===== src/rtl/gate_rebuilder_pkg.sv =====
`default_nettype none
// +--------------------------------------------------------------------------+
// | gate_rebuilder_pkg : shared types and constants for the gate rebuilder   |
// | Rev 1.0                                                                  |
// +--------------------------------------------------------------------------+
package gate_rebuilder_pkg;

  localparam int DEF_CNT_W  = 16;
  localparam int DEF_GCNT_W = 16;

  localparam logic [DEF_CNT_W-1:0] WIDTH_SAT = {DEF_CNT_W{1'b1}};

  // HOLD: gate is high, a stop has been seen, minimum width not yet reached
  typedef enum logic [1:0] {
    ST_IDLE = 2'd0,
    ST_OPEN = 2'd1,
    ST_HOLD = 2'd2
  } state_e;

endpackage
`default_nettype wire


===== src/rtl/gate_rebuilder_if.sv =====
`default_nettype none
// +--------------------------------------------------------------------------+
// | gate_rebuilder_if : pulse inputs, width config and status outputs        |
// | Rev 1.0                                                                  |
// +--------------------------------------------------------------------------+
interface gate_rebuilder_if #(
  parameter int CNT_W  = gate_rebuilder_pkg::DEF_CNT_W,
  parameter int GCNT_W = gate_rebuilder_pkg::DEF_GCNT_W
) ();

  logic              start_i;
  logic              stop_i;
  logic [CNT_W-1:0]  min_width_i;
  logic [CNT_W-1:0]  max_width_i;
  logic              gate_o;
  logic [CNT_W-1:0]  width_o;
  logic              width_vld_o;
  logic              timeout_o;
  logic              stray_stop_o;
  logic              dup_start_o;
  logic [GCNT_W-1:0] gate_cnt_o;

  modport slave (
    input  start_i, stop_i, min_width_i, max_width_i,
    output gate_o, width_o, width_vld_o, timeout_o, stray_stop_o,
           dup_start_o, gate_cnt_o
  );

  modport master (
    output start_i, stop_i, min_width_i, max_width_i,
    input  gate_o, width_o, width_vld_o, timeout_o, stray_stop_o,
           dup_start_o, gate_cnt_o
  );

endinterface
`default_nettype wire


===== src/rtl/gate_rebuilder_sat_counter.sv =====
`default_nettype none
// +--------------------------------------------------------------------------+
// | gate_rebuilder_sat_counter : up-counter, sync clear, sticks at all-ones  |
// | Rev 1.0                                                                  |
// +--------------------------------------------------------------------------+
module gate_rebuilder_sat_counter #(
  parameter int W = 16
) (
  input  wire logic         clk_i,
  input  wire logic         resetn_i,
  input  wire logic         clr_i,
  input  wire logic         en_i,
  output logic      [W-1:0] cnt_o
);

  logic [W-1:0] cnt_q;
  logic [W-1:0] cnt_d;

  always_comb begin
    cnt_d = cnt_q;
    if (clr_i) begin
      cnt_d = '0;
    end else if (en_i && (cnt_q != {W{1'b1}})) begin
      cnt_d = cnt_q + W'(1);
    end
  end

  always_ff @(posedge clk_i or negedge resetn_i) begin
    if (!resetn_i) begin
      cnt_q <= '0;
    end else begin
      cnt_q <= cnt_d;
    end
  end

  assign cnt_o = cnt_q;

endmodule
`default_nettype wire


===== src/rtl/gate_rebuilder.sv =====
`default_nettype none
// +--------------------------------------------------------------------------+
// | gate_rebuilder : rebuilds a gate level from start/stop pulses            |
// | Rev 1.0                                                                  |
// +--------------------------------------------------------------------------+
module gate_rebuilder
  import gate_rebuilder_pkg::*;
#(
  parameter int CNT_W  = DEF_CNT_W,
  parameter int GCNT_W = DEF_GCNT_W
) (
  input wire logic          clk_i,
  input wire logic          resetn_i,
  gate_rebuilder_if.slave   bus
);

  state_e             state_q, state_d;
  logic [CNT_W-1:0]   min_q, min_d;
  logic [CNT_W-1:0]   max_q, max_d;
  logic               gate_q, gate_d;
  logic [CNT_W-1:0]   width_q, width_d;
  logic               vld_q, vld_d;
  logic               to_q, to_d;
  logic               stray_q, stray_d;
  logic               dup_q, dup_d;
  logic [GCNT_W-1:0]  gcnt_q, gcnt_d;

  logic               close_norm;
  logic               close_to;
  logic               open_now;
  logic [CNT_W-1:0]   wcnt;

  // wcnt counts high cycles of gate_o; starts at 1 in the first high cycle
  gate_rebuilder_sat_counter #(
    .W (CNT_W)
  ) u_wcnt (
    .clk_i    (clk_i),
    .resetn_i (resetn_i),
    .clr_i    (close_norm | close_to),
    .en_i     (open_now | (state_q != ST_IDLE)),
    .cnt_o    (wcnt)
  );

  always_ff @(posedge clk_i or negedge resetn_i) begin
    if (!resetn_i) begin
      state_q <= ST_IDLE;
      min_q   <= '0;
      max_q   <= '0;
      gate_q  <= 1'b0;
      width_q <= '0;
      vld_q   <= 1'b0;
      to_q    <= 1'b0;
      stray_q <= 1'b0;
      dup_q   <= 1'b0;
      gcnt_q  <= '0;
    end else begin
      state_q <= state_d;
      min_q   <= min_d;
      max_q   <= max_d;
      gate_q  <= gate_d;
      width_q <= width_d;
      vld_q   <= vld_d;
      to_q    <= to_d;
      stray_q <= stray_d;
      dup_q   <= dup_d;
      gcnt_q  <= gcnt_d;
    end
  end

  // A qualifying stop is checked before the timeout so a coincident stop wins
  always_comb begin
    state_d    = state_q;
    min_d      = min_q;
    max_d      = max_q;
    close_norm = 1'b0;
    close_to   = 1'b0;
    open_now   = 1'b0;
    case (state_q)
      ST_IDLE: begin
        if (bus.start_i) begin
          open_now = 1'b1;
          state_d  = bus.stop_i ? ST_HOLD : ST_OPEN;
          min_d    = (bus.min_width_i == '0) ? CNT_W'(1) : bus.min_width_i;
          max_d    = bus.max_width_i;
        end
      end
      ST_OPEN: begin
        if (bus.stop_i && (wcnt >= min_q)) begin
          close_norm = 1'b1;
        end else if ((max_q != '0) && (wcnt == max_q)) begin
          close_to = 1'b1;
        end else if (bus.stop_i) begin
          state_d = ST_HOLD;
        end
      end
      ST_HOLD: begin
        if (wcnt >= min_q) begin
          close_norm = 1'b1;
        end else if ((max_q != '0) && (wcnt == max_q)) begin
          close_to = 1'b1;
        end
      end
      default: state_d = ST_IDLE;
    endcase
    if (close_norm || close_to) begin
      state_d = ST_IDLE;
    end
  end

  always_comb begin
    gate_d  = (state_d != ST_IDLE);
    width_d = width_q;
    vld_d   = close_norm | close_to;
    to_d    = close_to;
    stray_d = (state_q == ST_IDLE) && bus.stop_i && !bus.start_i;
    dup_d   = (state_q != ST_IDLE) && bus.start_i;
    gcnt_d  = gcnt_q;
    if (close_norm || close_to) begin
      width_d = wcnt;
    end
    if (open_now) begin
      gcnt_d = gcnt_q + GCNT_W'(1);
    end
  end

  assign bus.gate_o       = gate_q;
  assign bus.width_o      = width_q;
  assign bus.width_vld_o  = vld_q;
  assign bus.timeout_o    = to_q;
  assign bus.stray_stop_o = stray_q;
  assign bus.dup_start_o  = dup_q;
  assign bus.gate_cnt_o   = gcnt_q;

endmodule
`default_nettype wire


===== src/flat_wrapper.sv =====
// flat-port wrapper written by rule: the top's interface ports become plain ports
module gate_rebuilder_flat import gate_rebuilder_pkg::*;
#(
  parameter int CNT_W  = DEF_CNT_W,
  parameter int GCNT_W = DEF_GCNT_W
)
  (clk_i, resetn_i, bus_start_i, bus_stop_i, bus_min_width_i, bus_max_width_i, bus_gate_o, bus_width_o, bus_width_vld_o, bus_timeout_o, bus_stray_stop_o, bus_dup_start_o, bus_gate_cnt_o);
  gate_rebuilder_if #(.CNT_W(CNT_W), .GCNT_W(GCNT_W)) bus_i ();
  input wire logic clk_i;
  input wire logic resetn_i;
  input wire logic [$bits(bus_i.start_i)-1:0] bus_start_i;
  input wire logic [$bits(bus_i.stop_i)-1:0] bus_stop_i;
  input wire logic [$bits(bus_i.min_width_i)-1:0] bus_min_width_i;
  input wire logic [$bits(bus_i.max_width_i)-1:0] bus_max_width_i;
  output wire logic [$bits(bus_i.gate_o)-1:0] bus_gate_o;
  output wire logic [$bits(bus_i.width_o)-1:0] bus_width_o;
  output wire logic [$bits(bus_i.width_vld_o)-1:0] bus_width_vld_o;
  output wire logic [$bits(bus_i.timeout_o)-1:0] bus_timeout_o;
  output wire logic [$bits(bus_i.stray_stop_o)-1:0] bus_stray_stop_o;
  output wire logic [$bits(bus_i.dup_start_o)-1:0] bus_dup_start_o;
  output wire logic [$bits(bus_i.gate_cnt_o)-1:0] bus_gate_cnt_o;
  assign bus_i.start_i = bus_start_i;
  assign bus_i.stop_i = bus_stop_i;
  assign bus_i.min_width_i = bus_min_width_i;
  assign bus_i.max_width_i = bus_max_width_i;
  assign bus_gate_o = bus_i.gate_o;
  assign bus_width_o = bus_i.width_o;
  assign bus_width_vld_o = bus_i.width_vld_o;
  assign bus_timeout_o = bus_i.timeout_o;
  assign bus_stray_stop_o = bus_i.stray_stop_o;
  assign bus_dup_start_o = bus_i.dup_start_o;
  assign bus_gate_cnt_o = bus_i.gate_cnt_o;
  gate_rebuilder #(.CNT_W(CNT_W), .GCNT_W(GCNT_W)) u_core (.clk_i(clk_i), .resetn_i(resetn_i), .bus(bus_i));
endmodule

===== config.mk =====
export PLATFORM = sky130hd
export DESIGN_NAME = gate_rebuilder_flat
export DESIGN_NICKNAME = d
export VERILOG_FILES = /design/src/rtl/gate_rebuilder_pkg.sv /design/src/rtl/gate_rebuilder_if.sv /design/src/rtl/gate_rebuilder_sat_counter.sv /design/src/rtl/gate_rebuilder.sv /design/src/flat_wrapper.sv
export SDC_FILE = /design/constraint.sdc
export NUM_CORES = 1
export LEC_CHECK = 0
export BUFFER_PORTS_ARGS = -buffer_cell sky130_fd_sc_hd__buf_4
export CORE_MARGIN = 2
export CORE_UTILIZATION = 61
export CTS_CLUSTER_SIZE = 14
export DETAILED_ROUTE_END_ITERATION = 6
export PLACE_DENSITY = 0.85
export RECOVER_POWER = 100
export SLEW_MARGIN = 20
export SYNTH_ARGS = -nofsm -noshare
export SYNTH_HDL_FRONTEND = slang
export SYNTH_HIERARCHICAL = 1
export SYNTH_SLANG_ARGS = --single-unit

===== constraint.sdc =====
create_clock -name clk_i -period 7.95 [get_ports clk_i]
set_clock_uncertainty 0.15 [all_clocks]
set_input_delay 1.1925 -clock clk_i [delete_from_list [all_inputs] [get_ports clk_i]]
set_output_delay 1.1925 -clock clk_i [all_outputs]
set_load 0.005 [all_outputs]

== Yosys cells after proc, flatten, opt, wreduce, memory -nomap -nowiden ==
Index checks and enable logic that the tools add are counted.

* Multiply operators: 0
* Multiplexer cells: 19
* Add/sub/neg operators: 2
* Bitwise gates (word level): 2
* Magnitude comparators: 1
* Div/mod/pow operators: 0
* Reductions and logical operators: 15
* Eq/ne operators: 4
* Shifts and indexed selects: 0

{| class="wikitable"
|+ Operator list
! kind !! count
|-
| 16-bit two-way mux || 3
|-
| 16-bit by 1-bit adder with 16-bit output (second input constant) || 2
|-
| 16-bit equality test || 1
|-
| 16-bit >= comparator || 1
|-
| 16-bit zero test || 1
|-
| 16-bit != test (second input constant) || 1
|-
| 16-bit nonzero test || 1
|-
| 2-bit two-way mux || 6
|-
| 1-bit two-way mux || 7
|-
| 1-bit logical AND || 6
|-
| 2-bit case mux with 3 select lines || 1
|-
| 2-bit nonzero test || 3
|-
| 1-bit case mux with 2 select lines || 2
|-
| 2-bit by 1-bit equality test with 1-bit output (second input constant) || 1
|-
| 2-bit equality test (second input constant) || 1
|-
| 2-bit zero test || 1
|-
| 1-bit bitwise OR || 2
|-
| 2-bit AND reduction || 1
|-
| 1-bit zero test || 1
|-
| 1-bit logical OR || 1
|}

* Output and inout port bits: 37
* Register bits after elaboration: 87
* Bits in read-only memories: 0
* Memories: 0
* Latch bits: 0
* RAM bits: 0
* Logic and storage cells: 54
* Input bits: 36

== Longest topological paths before layout ==
* Depth after elaboration: 8
* Gate-level depth with buffers: 13
* Gate-level depth less buffers: 10

== Hierarchy ==
Netlist, hierarchy kept.

{| class="wikitable"
|+ Modules (own cells, without submodules)
! module !! sequential area each (um^2) !! cells an instance !! times used !! area each (um^2)
|-
| gate_rebuilder || 1776.7 || 311 || 1 || 3525.9
|-
| gate_rebuilder_sat_counter || 400.4 || 98 || 1 || 942.2
|}

== Worst setup path after synthesis ==
No wires, ideal clock.

* Path type: input-to-reg
* Start point: input port bus_stop_i
* End point: register u_core.u_wcnt.cnt_q[0], in the netlist u_core/u_wcnt/cnt_o[0]
* Data arrival time: 2606 ps
* Path slack: 5058 ps
* Library setup time: 136 ps
* Required time: 7664 ps
* Buffers on the path: 4
* Cell stages on the path: 10
* Cell sequence: a21oi_1 -> nor2_1 -> a21o_1 -> a21bo_1 -> buf_6 -> buf_12 -> inv_1 -> clkbuf_1 -> clkbuf_1 -> a21oi_1

* Word-level cells in the longest chain between the ends: 5
* Elaborated cells on any way between the ends: 8
* Classes of those cells: 5 x mux; 1 x bitwise; 2 x reduce/logical

{| class="wikitable"
|+ RTL lines
! item !! RTL line !! RTL
|-
| start, declared || flat_wrapper.sv:12 || <nowiki>input wire logic [$bits(bus_i.stop_i)-1:0] bus_stop_i;</nowiki>
|-
| 1-bit logical AND * || gate_rebuilder.sv:88 || <nowiki>if (bus.stop_i && (wcnt >= min_q)) begin</nowiki>
|-
| 1-bit two-way mux || gate_rebuilder.sv:88 ||
|-
| 1-bit case mux with 2 select lines || gate_rebuilder.sv:78 || <nowiki>case (state_q)</nowiki>
|-
| 1-bit bitwise OR * || -- ||
|-
| net u_core.vld_d || gate_rebuilder.sv:22 || <nowiki>logic vld_q, vld_d;</nowiki>
|-
| 16-bit two-way mux or 2-bit nonzero test (tied branches) || -- ||
|-
| end signal, assigned || gate_rebuilder_sat_counter.sv:32 || <nowiki>cnt_q <= cnt_d;</nowiki>
|-
| end, declared || gate_rebuilder_sat_counter.sv:16 || <nowiki>logic [W-1:0] cnt_q;</nowiki>
|}

The timed path passes the listed nets; every way through them passes the cells marked *.
A chain may end at the register's enable or synchronous reset.

== Final worst setup path ==
* Start point: input port bus_start_i
* End point: register u_core.min_q[1]

* Word-level cells in the longest chain between the ends: 1

{| class="wikitable"
|+ RTL lines
! item !! RTL line !! RTL
|-
| start, declared || flat_wrapper.sv:11 || <nowiki>input wire logic [$bits(bus_i.start_i)-1:0] bus_start_i;</nowiki>
|-
| 2-bit AND reduction (no line) || -- ||
|-
| end signal, assigned || gate_rebuilder.sv:58 || <nowiki>min_q <= min_d;</nowiki>
|-
| end, declared || gate_rebuilder.sv:18 || <nowiki>logic [CNT_W-1:0] min_q, min_d;</nowiki>
|}

Every way passes these cells.

==> flow_results.org <==
** Pwr
- The share of total power dissipated in the clock network is 17.4%.
- Summed over all cells, the static leakage comes to 0.00239 uW.
- In this run, the combinational gates consume 38.1% of the power.
- The worst-case IR drop observed on VDD is 0.191 mV.
- Seq pwr share :: 44.5%
- The completed layout was analyzed and its total power is 1800 uW.
- The internal portion of the total power is 1100 uW.
- Net Sw Frac :: 38.7%
- Net Switching :: 697 uW
- Power density over cell area :: 347 nW/um^2

** Cells and area
- Ratio of cells with drive above 1 in the final layout :: 24.0%
- Fill cell total of the finished layout :: 527
- For this run, the share of the core covered by cells in the final layout is 72.3%.
- The area growth from synthesis to layout is 16.1%.
- The multi-input combinational cells in the finished layout cover a total of 2080 um^2.
- Once layout is done, the placed cells without fillers occupy 5190 um^2.
- Fin nets :: 537
- Leaving out fill and tap cells, the most frequent cells in the layout are 87 x sky130_fd_sc_hd__dfrtp_1, 35 x sky130_fd_sc_hd__nand2_1, 32 x sky130_fd_sc_hd__buf_4, 30 x sky130_fd_sc_hd__clkbuf_4, 26 x sky130_fd_sc_hd__mux2_2.
- Leaving out fill and tap cells, the most frequent cell in the layout is sky130_fd_sc_hd__dfrtp_1.
- Sequential standard cell area :: 2180 um^2
- The number of antenna diodes in the final layout is 0.

** Worst setup path
- The cell family contributing the most delay on the critical path is simple AND/OR/NAND/NOR gates.
- Slack of the worst reg-to-reg path :: 4.55 ns
- Counting both buffers and inverters, the worst setup path holds a total of 2.
- Data arrival time at the worst-slack endpoint :: 3.52 ns
- Along the worst path, the maximum fanout reaches 30.
- Cell seen most often among critical-path stages :: sky130_fd_sc_hd__clkbuf_1
- Worst Reg2Reg Path Length in Cells :: 8
- The slowest stage of the critical path belongs to the cell sky130_fd_sc_hd__and2_0.
- Crit-path cells :: clkbuf_1 -> and2_0 -> clkbuf_1 -> o21ai_0
- Setup crit end kind :: register
- Critical Path Max Stage Delay :: 1.06 ns
- Type of the setup path with the least slack :: input port to register
- Startpoint Class :: input port
- Total stage count of the critical path :: 4
- Data on the critical path is required at its endpoint by 7.98 ns.

** Timing
- Final Slew Violations :: 0
- For the pin with the worst max-slew slack, the measured transition is 1.35 ns.
- Final min period :: 3.49 ns
- TNS Setup :: 0 ns
- Setup slack on the critical path of the routed design comes to 4.46 ns.
- Final hold violation count :: 0
- Period Utilization, post-route :: 43.9%
- Relative max-transition margin :: 9.71%
- Setup violations remaining at the end of the flow were counted as 0.
- Derived from the worst setup path, the maximum achievable clock frequency is 287 MHz.
- Setup repair after global routing missed its margin :: false

** Floorplanning
- DIE HEIGHT :: 89.6 um
- Die Area :: 8030 um^2
- Horizontal die dimension :: 89.6 um
- During I/O placement, the number of pins put on the boundary was 73.
- Placeable core region :: 7180 um^2
- Row generation in the floorplan step produced 31 rows.
- The initial utilization of the core area, before any placement, comes to 62.3%.

** Routing
- Dividing the detail-routed wire length by the instance count gives 16.9 um.
- The routed layout has 3413 vias.
- Remaining routing DRC violations :: 0
- DRT antenna net count :: 0
- Via count normalized by instance count :: 5.85
- 1st-iter DRT viols :: 268
- Routed wire length :: 9840 um
- Detailed-routing iteration count for the pre-antenna-repair pass :: 4

** Synth
- In the synthesized netlist, the number of instances is 409.
- For this run, the leading register cell type out of synthesis is sky130_fd_sc_hd__dfrtp_1.
- Synthesis produced a netlist with a net count of 467.
- During synthesis, Yosys emitted a total of 6 warnings.
- The cell area that synthesis handed to floorplanning was 4470 um^2.
- A synthesized cell averages 10.9 um^2.
- Yosys mapped a number of flops with a built-in enable equal to 0.
- Proportion of synthesized chip area in sequential cells :: 48.7%
- Fraction of registers with async set/reset :: 100%
- The netlist uses 46 different library cells.
- Number of storage elements in the synthesis netlist :: 87

** Worst hold path
- Worst hold path type :: register to register
- Hold Path Cell Cnt :: 1

** Job
- Across the run, the number of max-cap violations was 0.

** Clock network
- TritonCTS clock tree :: done
- Max clock buf depth :: 2
- After clock tree synthesis, the repair step resized 0 gates.
- Counting the buffers created by CTS gives 9.
- Buffers inserted to repair hold after CTS numbered 0.
- Post-CTS Setup Bufs :: 0
- The tree built by TritonCTS fans out to 87 sinks.
- Clock root buffer :: sky130_fd_sc_hd__clkbuf_8
- Clock-pin slew was measured on the worst setup and hold paths at 0.09 ns.
- CTS HTree Levels :: 3
- The later pin in the worst-skew pair is clocked with a latency of 0.36 ns.

** Placement
- Count of buffers from port buffering :: 72
- At the placement stage, the worst setup path has a slack of 4.41 ns.
- RD Place Congestion :: 0.865
- Detailed placer's ending HPWL :: 6880 um
- Post-placement cell area :: 5060 um^2

** Global routing
- The first global-routing pass estimated 16000 um of wire.
- Largest net degree at the start of global routing :: 88
- Global-route usage over all layers :: 25.9%
- Total congestion overflow :: 0
- The via count of the first global-routing pass came to 3268.
- Number of antenna violations at the first check in global routing :: 0

** Status
- The flow ran to the end, and the final reports show no timing, DRC or antenna violations.
metal layers:
layer / up-vias / track usage, % / part of all wire [%]
met5: - / 0 / 0
met4: 0 / 9.09 / 1.3
met3: 13 / 4.84 / 5.7
met2: 109 / 42.2 / 49
met1: 1682 / 34.9 / 44
li1: 1609 / - / -
worst reg2reg max path: stages, from the launching register on:
cell	delay, ns
sky130_fd_sc_hd__dfrtp_1	0.49
sky130_fd_sc_hd__ha_1	0.34
sky130_fd_sc_hd__a21o_1	0.19
sky130_fd_sc_hd__a21o_1	0.18
sky130_fd_sc_hd__a21oi_1	0.13
sky130_fd_sc_hd__o211a_1	0.27
sky130_fd_sc_hd__a21bo_1	0.63
sky130_fd_sc_hd__inv_1	0.56
sky130_fd_sc_hd__a211oi_1	0.35
worst paths after layout:
kind                                           startpoint                        end
max in group asynchronous                        resetn_i            u_core/max_q[4]
min in group asynchronous                        resetn_i           u_core/min_q[14]
worst min-delay path            u_core/bus.gate_cnt_o[15]  u_core/bus.gate_cnt_o[15]
worst min register to register  u_core/bus.gate_cnt_o[15]  u_core/bus.gate_cnt_o[15]
worst max-delay path                          bus_start_i            u_core/min_q[1]
worst max register to register    u_core/u_wcnt/cnt_o[13]     u_core/u_wcnt/cnt_o[4]
synthesized netlist by cell type (2+ instances only):
cell type                  number  area [um^2]
sky130_fd_sc_hd__o21ai_1        3         15.0
sky130_fd_sc_hd__xnor2_1       20          175
sky130_fd_sc_hd__and3_1         4         25.0
sky130_fd_sc_hd__buf_6          2         22.5
sky130_fd_sc_hd__inv_1         25         93.8
sky130_fd_sc_hd__mux2_2        26          293
sky130_fd_sc_hd__nor2_1        14         52.6
sky130_fd_sc_hd__clkbuf_1       9         33.8
sky130_fd_sc_hd__nor3_1         8         40.0
sky130_fd_sc_hd__mux2_1         4         45.0
sky130_fd_sc_hd__a41oi_1        3         26.3
sky130_fd_sc_hd__a21oi_1       21          105
sky130_fd_sc_hd__o31ai_1        7         52.6
sky130_fd_sc_hd__or3_1          3         18.8
sky130_fd_sc_hd__and2_1         2         12.5
sky130_fd_sc_hd__dfrtp_1       87         2180
sky130_fd_sc_hd__ha_1          22          275
sky130_fd_sc_hd__nand3_1        8         40.0
sky130_fd_sc_hd__nor4_2         2         25.0
sky130_fd_sc_hd__or4_2          2         17.5
sky130_fd_sc_hd__and4_2         2         20.0
sky130_fd_sc_hd__nand2_1       35          131
sky130_fd_sc_hd__nor2b_1        6         37.5
sky130_fd_sc_hd__a21o_1         3         22.5
sky130_fd_sc_hd__o21ai_0       23          115
sky130_fd_sc_hd__or4_1          5         37.5
sky130_fd_sc_hd__nor4_1        11         68.8
sky130_fd_sc_hd__buf_1          2         7.51
sky130_fd_sc_hd__mux2_4         8          120
sky130_fd_sc_hd__xor2_1        11         96.3
sky130_fd_sc_hd__nand4_1       16          100
layout make-up:
class,instances,share of cell area [%]
Sequential cell,87,42.0
Multi-Input combinational cell,283,40.1
Clock inverter,7,1.50
Inverter,25,1.81
Tap cell,99,2.39
Clock buffer,9,2.39
Timing Repair Buffer,73,9.91
flip-flops by register name, indices dropped and copies added, names as in the netlist:
name,flops
u_core/bus.gate_cnt_o,16
u_core/u_wcnt/cnt_o,16
u_core/min_q,16
u_core/bus.timeout_o,1
u_core/max_q,16
u_core/bus.stray_stop_o,1
u_core/bus.dup_start_o,1
u_core/state_q,2
u_core/bus.width_o,16
u_core/bus.width_vld_o,1
u_core/bus.gate_o,1
power by group through the flow:
stage / registers, uW / logic (uW) / clock network (uW)
after floorplan: 750 / 504 / 0
after global routing: 824 / 774 / 342
after CTS: 799 / 717 / 317
after global placement: 799 / 666 / 0
after detailed placement: 808 / 708 / 0
final: 801 / 686 / 314
kinds of logic (layout without fill, tap and decap cells):
kind of cell	Yosys count	in the layout	share of synthesized area (%)
adders and majority gates	22	22	6.16
and+or+nand+nor	125	125	15.6
AOI/OAI and AO/OA	67	67	9.19
DFF	87	87	48.7
buffers and inverters	39	114	3.98
xor gates and xnor gates	31	31	6.08
muxes	38	38	10.2
through the flow:
step / instances / hold WS, ns
floorplan: 409 / 0.306
global placement: 567 / 0.313
global route: 583 / 0.343
CTS: 583 / 0.331
detailed placement: 567 / 0.318
finish: 583 / 0.322
No activity file was read; power rests on OpenSTA's default activity.
